<file path="config.mk">
export PLATFORM = sky130hd
export DESIGN_NAME = stf_seq_ctrl
export DESIGN_NICKNAME = d
export VERILOG_FILES = /design/src/rtl/stf_seq_ctrl_pkg.sv /design/src/rtl/stf_rom1.sv /design/src/rtl/stf_seq_ctrl.sv
export SDC_FILE = /design/constraint.sdc
export NUM_CORES = 1
export LEC_CHECK = 0
export ABC_AREA = 1
export ABC_CLOCK_PERIOD_IN_PS = 2050
export CELL_PAD_IN_SITES_DETAIL_PLACEMENT = 1
export CELL_PAD_IN_SITES_GLOBAL_PLACEMENT = 2
export CORE_MARGIN = 5
export CORE_UTILIZATION = 29
export DETAILED_ROUTE_END_ITERATION = 16
export GPL_ROUTABILITY_DRIVEN = 1
export PLACE_DENSITY = 0.79
export SLEW_MARGIN = 25
export SYNTH_ARGS = -nofsm -noshare
export SYNTH_HDL_FRONTEND = slang
export SYNTH_SLANG_ARGS = --single-unit
</file>
<file path="constraint.sdc">
create_clock -name clk -period 2.05 [get_ports clk]
set_clock_uncertainty 0.2 [all_clocks]
set_input_delay 0.5125 -clock clk [delete_from_list [all_inputs] [get_ports clk]]
set_output_delay 0.5125 -clock clk [all_outputs]
set_load 0.05 [all_outputs]
</file>
<file path="src/rtl/stf_seq_ctrl_pkg.sv">
`default_nettype none
// +----------------------------------------------------------------------------+
// | Module      : stf_seq_ctrl_pkg                                             |
// | Description : Shared TX definitions for the STF sequencer: the STF period  |
// |               length, the I/Q component width, the sequencer state enum    |
// |               and a per-component halving helper.                          |
// | Revision    : 1.0 - initial release                                        |
// +----------------------------------------------------------------------------+
package stf_seq_ctrl_pkg;

  // Samples in one short-training-field period.
  localparam int STF_LEN = 16;

  // Width of each I or Q component in a packed sample word.
  localparam int IQ_W = 16;

  typedef enum logic {
    IDLE = 1'b0,
    RUN  = 1'b1
  } state_t;

  // Arithmetic shift right by one on I and Q independently. The sign of each
  // component is preserved, so negative values round toward minus infinity.
  function automatic logic [2*IQ_W-1:0] halve_iq(input logic [2*IQ_W-1:0] s);
    logic signed [IQ_W-1:0] comp_i;
    logic signed [IQ_W-1:0] comp_q;
    comp_i = s[2*IQ_W-1:IQ_W];
    comp_q = s[IQ_W-1:0];
    return {comp_i >>> 1, comp_q >>> 1};
  endfunction

endpackage
`default_nettype wire

</file>
<file path="src/rtl/stf_rom1.sv">
`default_nettype none
// +----------------------------------------------------------------------------+
// | Module      : stf_rom1                                                     |
// | Description : 16-entry STF sample ROM, combinational read.                 |
// |               Each word is {I[31:16], Q[15:0]}, two's complement.          |
// |               The table is a constant-envelope (1066) sequence whose       |
// |               phase advances by pi/8 per address, with address 6 at 0 rad. |
// | Ports       : addr [3:0]  in  - sample index                               |
// |               dout [31:0] out - packed I/Q sample                          |
// | Revision    : 1.0 - initial release                                        |
// +----------------------------------------------------------------------------+
module stf_rom1 (
  input  logic [3:0]  addr,
  output logic [31:0] dout
);

  always_comb begin
    dout = 32'h0000_0000;
    case (addr)
      4'd0:  dout = 32'hfd0e_fd0e;
      4'd1:  dout = 32'hfe68_fc27;
      4'd2:  dout = 32'h0000_fbd6;
      4'd3:  dout = 32'h0198_fc27;
      4'd4:  dout = 32'h02f2_fd0e;
      4'd5:  dout = 32'h03d9_fe68;
      4'd6:  dout = 32'h042a_0000;
      4'd7:  dout = 32'h03d9_0198;
      4'd8:  dout = 32'h02f2_02f2;
      4'd9:  dout = 32'h0198_03d9;
      4'd10: dout = 32'h0000_042a;
      4'd11: dout = 32'hfe68_03d9;
      4'd12: dout = 32'hfd0e_02f2;
      4'd13: dout = 32'hfc27_0198;
      4'd14: dout = 32'hfbd6_0000;
      4'd15: dout = 32'hfc27_fe68;
      default: dout = 32'h0000_0000;
    endcase
  end

endmodule
`default_nettype wire

</file>
<file path="src/rtl/stf_seq_ctrl.sv">
`default_nettype none
// +----------------------------------------------------------------------------+
// | Module      : stf_seq_ctrl                                                 |
// | Description : Sequences the STF ROM into a valid/ready sample stream of    |
// |               N_REP periods of 16 samples. Optionally halves the very      |
// |               first sample of a burst. Sits between the TX control FSM     |
// |               (start/abort) and the TX sample mux.                         |
// | Ports       : clk            in  - system clock                            |
// |               rstn           in  - asynchronous active-low reset           |
// |               start          in  - one-cycle pulse, begins a burst if idle |
// |               abort          in  - ends the burst at once, no done         |
// |               out_data [31:0] out - {I, Q} sample                          |
// |               out_valid      out - out_data valid                          |
// |               out_ready      in  - downstream accepts on valid & ready     |
// |               busy           out - burst in progress                       |
// |               done           out - pulse when the last sample is accepted  |
// | Revision    : 1.0 - initial release                                        |
// +----------------------------------------------------------------------------+
module stf_seq_ctrl
  import stf_seq_ctrl_pkg::*;
#(
  parameter int N_REP     = 10,
  parameter bit WINDOW_EN = 1'b1
) (
  input  logic        clk,
  input  logic        rstn,
  input  logic        start,
  input  logic        abort,
  output logic [31:0] out_data,
  output logic        out_valid,
  input  logic        out_ready,
  output logic        busy,
  output logic        done
);

  localparam int ADDR_W = $clog2(STF_LEN);
  localparam int REP_W  = $clog2(N_REP + 1);

  localparam logic [ADDR_W-1:0] ADDR_LAST = ADDR_W'(STF_LEN - 1);
  localparam logic [REP_W-1:0]  REP_LAST  = REP_W'(N_REP);

  state_t            state;
  state_t            state_nx;
  logic [ADDR_W-1:0] addr;
  logic [ADDR_W-1:0] addr_nx;
  logic [REP_W-1:0]  rep;
  logic [REP_W-1:0]  rep_nx;
  logic              first;
  logic              first_nx;
  logic [31:0]       data_nx;
  logic              valid_nx;
  logic              done_nx;

  logic [31:0]       rom_word;
  logic              remaining;
  logic              accept;
  logic              load;

  stf_rom1 u_rom (
    .addr (addr),
    .dout (rom_word)
  );

  // rep reaches N_REP exactly when the final sample has been loaded into the
  // output register, so it doubles as the "no more loads" flag.
  assign remaining = (rep != REP_LAST);
  assign accept    = out_valid & out_ready;
  // The output register may take a new word when it is empty or is being
  // drained this cycle.
  assign load      = (state == RUN) & (~out_valid | out_ready) & remaining;

  assign busy      = (state == RUN);

  always_comb begin
    state_nx = state;
    addr_nx  = addr;
    rep_nx   = rep;
    first_nx = first;
    data_nx  = out_data;
    valid_nx = out_valid;
    done_nx  = 1'b0;

    case (state)
      IDLE: begin
        // abort is ignored here, so start alone decides the transition.
        if (start) begin
          state_nx = RUN;
          addr_nx  = '0;
          rep_nx   = '0;
          first_nx = 1'b1;
        end
      end

      RUN: begin
        if (abort) begin
          // abort outranks a coincident final handshake: no done pulse.
          state_nx = IDLE;
          addr_nx  = '0;
          rep_nx   = '0;
          first_nx = 1'b0;
          valid_nx = 1'b0;
        end else begin
          if (load) begin
            data_nx  = (WINDOW_EN && first) ? halve_iq(rom_word) : rom_word;
            valid_nx = 1'b1;
            first_nx = 1'b0;
            addr_nx  = addr + 1'b1;
            if (addr == ADDR_LAST) begin
              rep_nx = rep + 1'b1;
            end
          end else if (accept) begin
            valid_nx = 1'b0;
          end

          // Final handshake: the register holds the last sample and it is
          // taken this cycle. start is not looked at in RUN, so a start
          // coinciding with this edge is dropped.
          if (accept && !remaining) begin
            state_nx = IDLE;
            done_nx  = 1'b1;
            valid_nx = 1'b0;
            addr_nx  = '0;
            rep_nx   = '0;
          end
        end
      end

      default: begin
        state_nx = IDLE;
        valid_nx = 1'b0;
      end
    endcase
  end

  always_ff @(posedge clk or negedge rstn) begin
    if (!rstn) begin
      state     <= IDLE;
      addr      <= '0;
      rep       <= '0;
      first     <= 1'b0;
      out_data  <= '0;
      out_valid <= 1'b0;
      done      <= 1'b0;
    end else begin
      state     <= state_nx;
      addr      <= addr_nx;
      rep       <= rep_nx;
      first     <= first_nx;
      out_data  <= data_nx;
      out_valid <= valid_nx;
      done      <= done_nx;
    end
  end

endmodule
`default_nettype wire

</file>
; Yosys cells after proc, flatten, opt, wreduce, memory -nomap -nowiden
; Memories as Yosys holds them, arrays and structs flattened.
; Index checks and enable logic that the tools add are counted.
[word_totals]
ff_bits = 44
latchBits = 0
ram_bits = 0
mem_bits_ro = 512
inputBits = 5
mem_count = 1
[mem_list]
columns = name, words, width, read_ports, rd_clocked_by_memory_dff, write_ports, line_no
row1 = (name not given), 16, 32, 1, 0, 0, stf_rom1.sv:19  ; case (addr)
[classes]
n_addsub = 2
mul = 0
div_mod_pow = 0
n_lt_le_gt_ge = 0
n_eq_ne = 6
shifts = 0
mux = 26
bitwise_logic = 7
n_reduce_logical = 8
[ops]
columns = op, count
row1 = two-way mux 4 bit, 8
row2 = two-way mux 31 bit, 1
row3 = one-hot mux 4 bit (2 select lines), 2
row4 = two-way mux 1 bit, 13
row5 = "adder 4 x 1 -> 4 bit, second input constant", 2
row6 = "inequality test 4 x 2 -> 1 bit, second input constant", 2
row7 = AND reduction 2 bit, 3
row8 = AND reduction 3 bit, 2
row9 = "== test 4 bit, second input constant", 1
row10 = "inequality test 4 bit, second input constant", 1
row11 = one-hot mux 1 bit (2 select lines), 2
row12 = nonzero test 4 bit, 1
row13 = AND 1 bit, 3
row14 = "inequality test 3 x 2 -> 1 bit, second input constant", 1
row15 = inverter 1 bit, 3
row16 = "inequality test 2 bit, second input constant", 1
row17 = logical AND 1 bit, 1
row18 = zero test 1 bit, 1
row19 = OR 1 bit, 1

; Logic depth before layout (Yosys ltp)
[logic_depth]
depth_word = 8
depth_mapped = 10

; By module
; From an unflattened synthesis, not the netlist that was laid out.
[unflattened]
hier_cells = 340
area_unflattened_um2 = 2766.4
[by_module_without_submodules]
columns = module, n_inst, cells_per_inst, area_per_inst_um2
row1 = stf_seq_ctrl, 1, 232, 2227.1
row2 = stf_rom1, 1, 108, 539.3

; Worst setup path after synthesis
; Ideal clock, no wire load.
[synth_path]
kind = register to register
start = register state (netlist: busy)
end = register out_data[18]
setup_ns = 0.122
arrival_ns = 1.406
required_time_ns = 1.728
slack_ns = 0.323
path_stages_with_launch = 7
cell_sequence = dfrtp_1 > inv_2 > nor2_4 > nand4_1 > buf_2 > nor2_1 > a21oi_1
[synth_via]
elab_chain_cells = 3
[synth_rtl]
columns = element, line_no
row1 = "start, declared", stf_seq_ctrl.sv:42  ; state_t state;
row2 = "start signal, assigned", stf_seq_ctrl.sv:145  ; state <= state_nx;
row3 = AND 1 bit (2 in a row), stf_seq_ctrl.sv:70  ; assign load = (state == RUN) & (~out_valid | out_ready) & remaining;
row4 = AND reduction 3 bit (no source line) *, n/a
row5 = "end signal, assigned", stf_seq_ctrl.sv:149  ; out_data <= data_nx;
row6 = "end, declared", stf_seq_ctrl.sv:29  ; output logic [31:0] out_data,
; Every way passes the cells marked *; elsewhere a longest branch is shown, timed or not.
; A chain may end at the register's enable or synchronous reset.

; Worst setup path in the final report
[layout_path]
start = register out_data[15]
end = output port out_data[15]
; No word-level cell between the ends.

==> metrics.yaml <==
synthesis:
  syn-cell-area_sq_um: 2250
  synth-seq-area-share_pct: 40.0
  ys_types: 21
  synth_area_leader_cell: "dfrtp_1"
  synth_cells: 320
  ys_seq_elements: 36
  syn_area_per_cell_sq_um: 7.03
  ys_warn_count: 0
  synthTopCellsByArea: "dfrtp_1 (40%), nand2_1 (23%), nand3_1 (8.5%)"
  synth_nets: 335
  synth_top_area_share_pct: 40.0
grt:
  grt_pass1_wl_mm: 10.9
  antenna_found_initial: 0
  first_global_vias: 2312
  grt_max_degree: 21
  grt_overflow: 0
  track_usage_pct: 13.8
final_layout:
  fillers: 984
  diodes: 0
  nets: 379
  multi_input_area_sq_um: 1140
  areaGrowthSynthToFinish_pct: 30.3
  fin_util_pct: 38.3
  regArea_sq_um: 901
  drive_above_1_share_pct: 18.9
sta:
  slew_headroom_pct: 64.8
  fin_ws_ns: 0.189
  finalSetupTns_ns: 0
  finalCriticalPeriod_ns: 1.86
  worst-slew-pin-transition_ns: 0.527
  hold_violations: 0
  timing.fmax_mhz: 537
  hold_ws_ns: 0.281
  setup_viol_count_final: 0
  min_period_over_period_pct: 90.8
  drv_slew: 0
  rsz0062_at_grt: "no"
clock_tree:
  root_buffer: "clkbuf_8"
  cts.sink_count: 36
  clk_latency_ns: 0.29
  cts_tree: "yes"
  cts_htree_levels: 2
  cts.clk_slew.worst_paths_ns: 0.08
  clockBufferDepth: 2
  cts_resized: 0
  cts_post_setup_buffers_inserted: 0
  cts_buffers: 5
floorplanning:
  ios: 40
  die_height_um: 98.1
  core_sq_um: 7650
  fp-row-count: 32
  die_x_um: 98.1
  die_area_sq_um: 9620
  initial_core_util_pct: 29.4
critical_path:
  cp.required_ns: 1.34
  crit_path_end_kind: "output port"
  critPathKind: "flop to output port"
  critPathMaxFanout: 6
  start_kind: "flop"
  cp_num_buf_inv: 1
  cp_cell_sequence: "buf_12"
  reg2reg_depth: 8
  path_depth: 1
  critical_path.max_stage_delay_ns: 0.65
  cp_slowest_cell: "dfrtp_1"
  path_delay_family: "flip-flops"
  arrival_ns: 1.15
detailed_routing:
  via_per_inst: 4.71
  wire_per_inst_um: 13.8
  routed_wl_mm: 6.44
  dr.pass1.iters: 4
  drc: 0
  first_iter_violations: 63
  ant_nets: 0
  via_count: 2201
pwr:
  ir_worst_vdd_uv: 407
  power.share.clock_pct: 14.2
  p_leak_nw: 1.53
  pwr-share-seq_pct: 29.1
  p_sw_share_pct: 48.9
  combPwrFrac_pct: 56.7
  p_int_w: 0.00194
  power_density_nw_per_um2: 1290
  switching_power_w: 0.00186
run:
  drv_cap: 0
place:
  place_ws_ns: -0.110
  gp_congestion: 0.855
  hpwl_mm: 4.96
  place.port_buffers: 39
hold_path:
  min_path_cells: 2
  min_path_type: "flop to flop"
outcome:
  status: "complete, no violations"
layer usage:
| metal | track usage, % | wire [um] | vias to the layer above |
|---|---|---|---|
| met1 | 17.1 | 2960 | 1061 |
| met2 | 24.4 | 3190 | 33 |
| li1 | - | - | 1101 |
| met4 | 3.51 | 67 | 0 |
| met5 | 0 | 0 | - |
| met3 | 2.93 | 219 | 6 |
cell usage after synthesis:
library cell	n
buf_6	1
nand4_1	4
dfrtp_1	36
nand3_2	2
inv_2	3
buf_4	10
xor2_1	1
clkbuf_1	3
o21ai_1	9
inv_1	16
nand2_1	135
nor2_4	2
o21bai_1	1
o211ai_1	3
xnor2_1	1
ha_1	10
a21oi_1	10
buf_2	7
nor2_1	22
nand3_1	38
o21ai_0	6
worst paths after layout:
check | start | slack, ns | end
min reg2reg | out_data[9]$_DFFE_PN0P_ | 0.28 | out_data[9]$_DFFE_PN0P_
max | out_data[15]$_DFFE_PN0P_ | 0.19 | out_data[15]
min in group asynchronous | rstn | 0.43 | out_data[9]$_DFFE_PN0P_
min | out_data[9]$_DFFE_PN0P_ | 0.28 | out_data[9]$_DFFE_PN0P_
max reg2reg | rep[0]$_DFFE_PN0P_ | 0.21 | out_data[20]$_DFFE_PN0P_
max in group asynchronous | rstn | 0.74 | busy$_DFF_PN0_
placed cells by master (no fill, tap or decap), drive strengths merged:
cell,n
nand4,4
nand3,40
clkinv,2
nor2,24
clkbuf,6
xnor2,1
o211ai,3
nand2,135
clkdlybuf4s50,3
ha,10
o21ai,15
a21oi,10
xor2,1
buf,54
inv,19
o21bai,1
dfrtp,36
dlygate4sd3,1
cell type report:
| class | count | share of cell area (%) |
|---|---|---|
| Clock inverter | 2 | 0.342 |
| Clock buffer | 6 | 2.82 |
| Timing Repair Buffer | 58 | 20.2 |
| Tap cell | 102 | 4.36 |
| Multi-Input combinational cell | 244 | 39.1 |
| Inverter | 19 | 2.43 |
| Sequential cell | 36 | 30.7 |
cell families after synthesis:
group	share of synthesized area, %
fa+ha+maj	5.56
buf+inv	9.07
xor+xnor	0.779
flops	40.0
compound gates	6.90
simple gates	37.7
metrics by stage:
| step | total power [W] | instances | area, sq um |
|---|---|---|---|
| CTS | 0.00386 | 467 | 2930 |
| detailed placement | 0.00330 | 458 | 2830 |
| floorplan | 0.00251 | 320 | 2250 |
| global route | 0.00401 | 467 | 2930 |
| global placement | 0.00327 | 458 | 2830 |
| finish | 0.00379 | 467 | 2930 |
worst min-delay path, delay by kind of cell, from the launching register on:
| kind | cells | cell delay [ns] |
|---|---|---|
| and+or+nand+nor | 2 | 0.10 |
| DFF | 1 | 0.35 |
registers in the layout, indices dropped and copies added (netlist names):
| name | flops |
|---|---|
| out_valid | 1 |
| out_data | 24 |
| addr | 4 |
| rep | 4 |
| busy | 1 |
| first | 1 |
| done | 1 |
power groups by stage:
stage	clock (W)	combinational (W)	sequential, W
global placement	0	0.00216	0.00112
floorplan	0	0.000739	0.00177
global route	0.000598	0.00227	0.00115
CTS	0.000567	0.00218	0.00111
detailed placement	0	0.00217	0.00113
finish	0.000539	0.00215	0.00111
what timing repair did:
| item | 4_1_cts | 5_1_grt |
|---|---|---|
| hold endpoints to repair | 10 | 0 |
| hold buffers | 1 | 0 |
| endpoints found under the setup margin | 0 | 0 |
(Power assumes the default switching activity.)
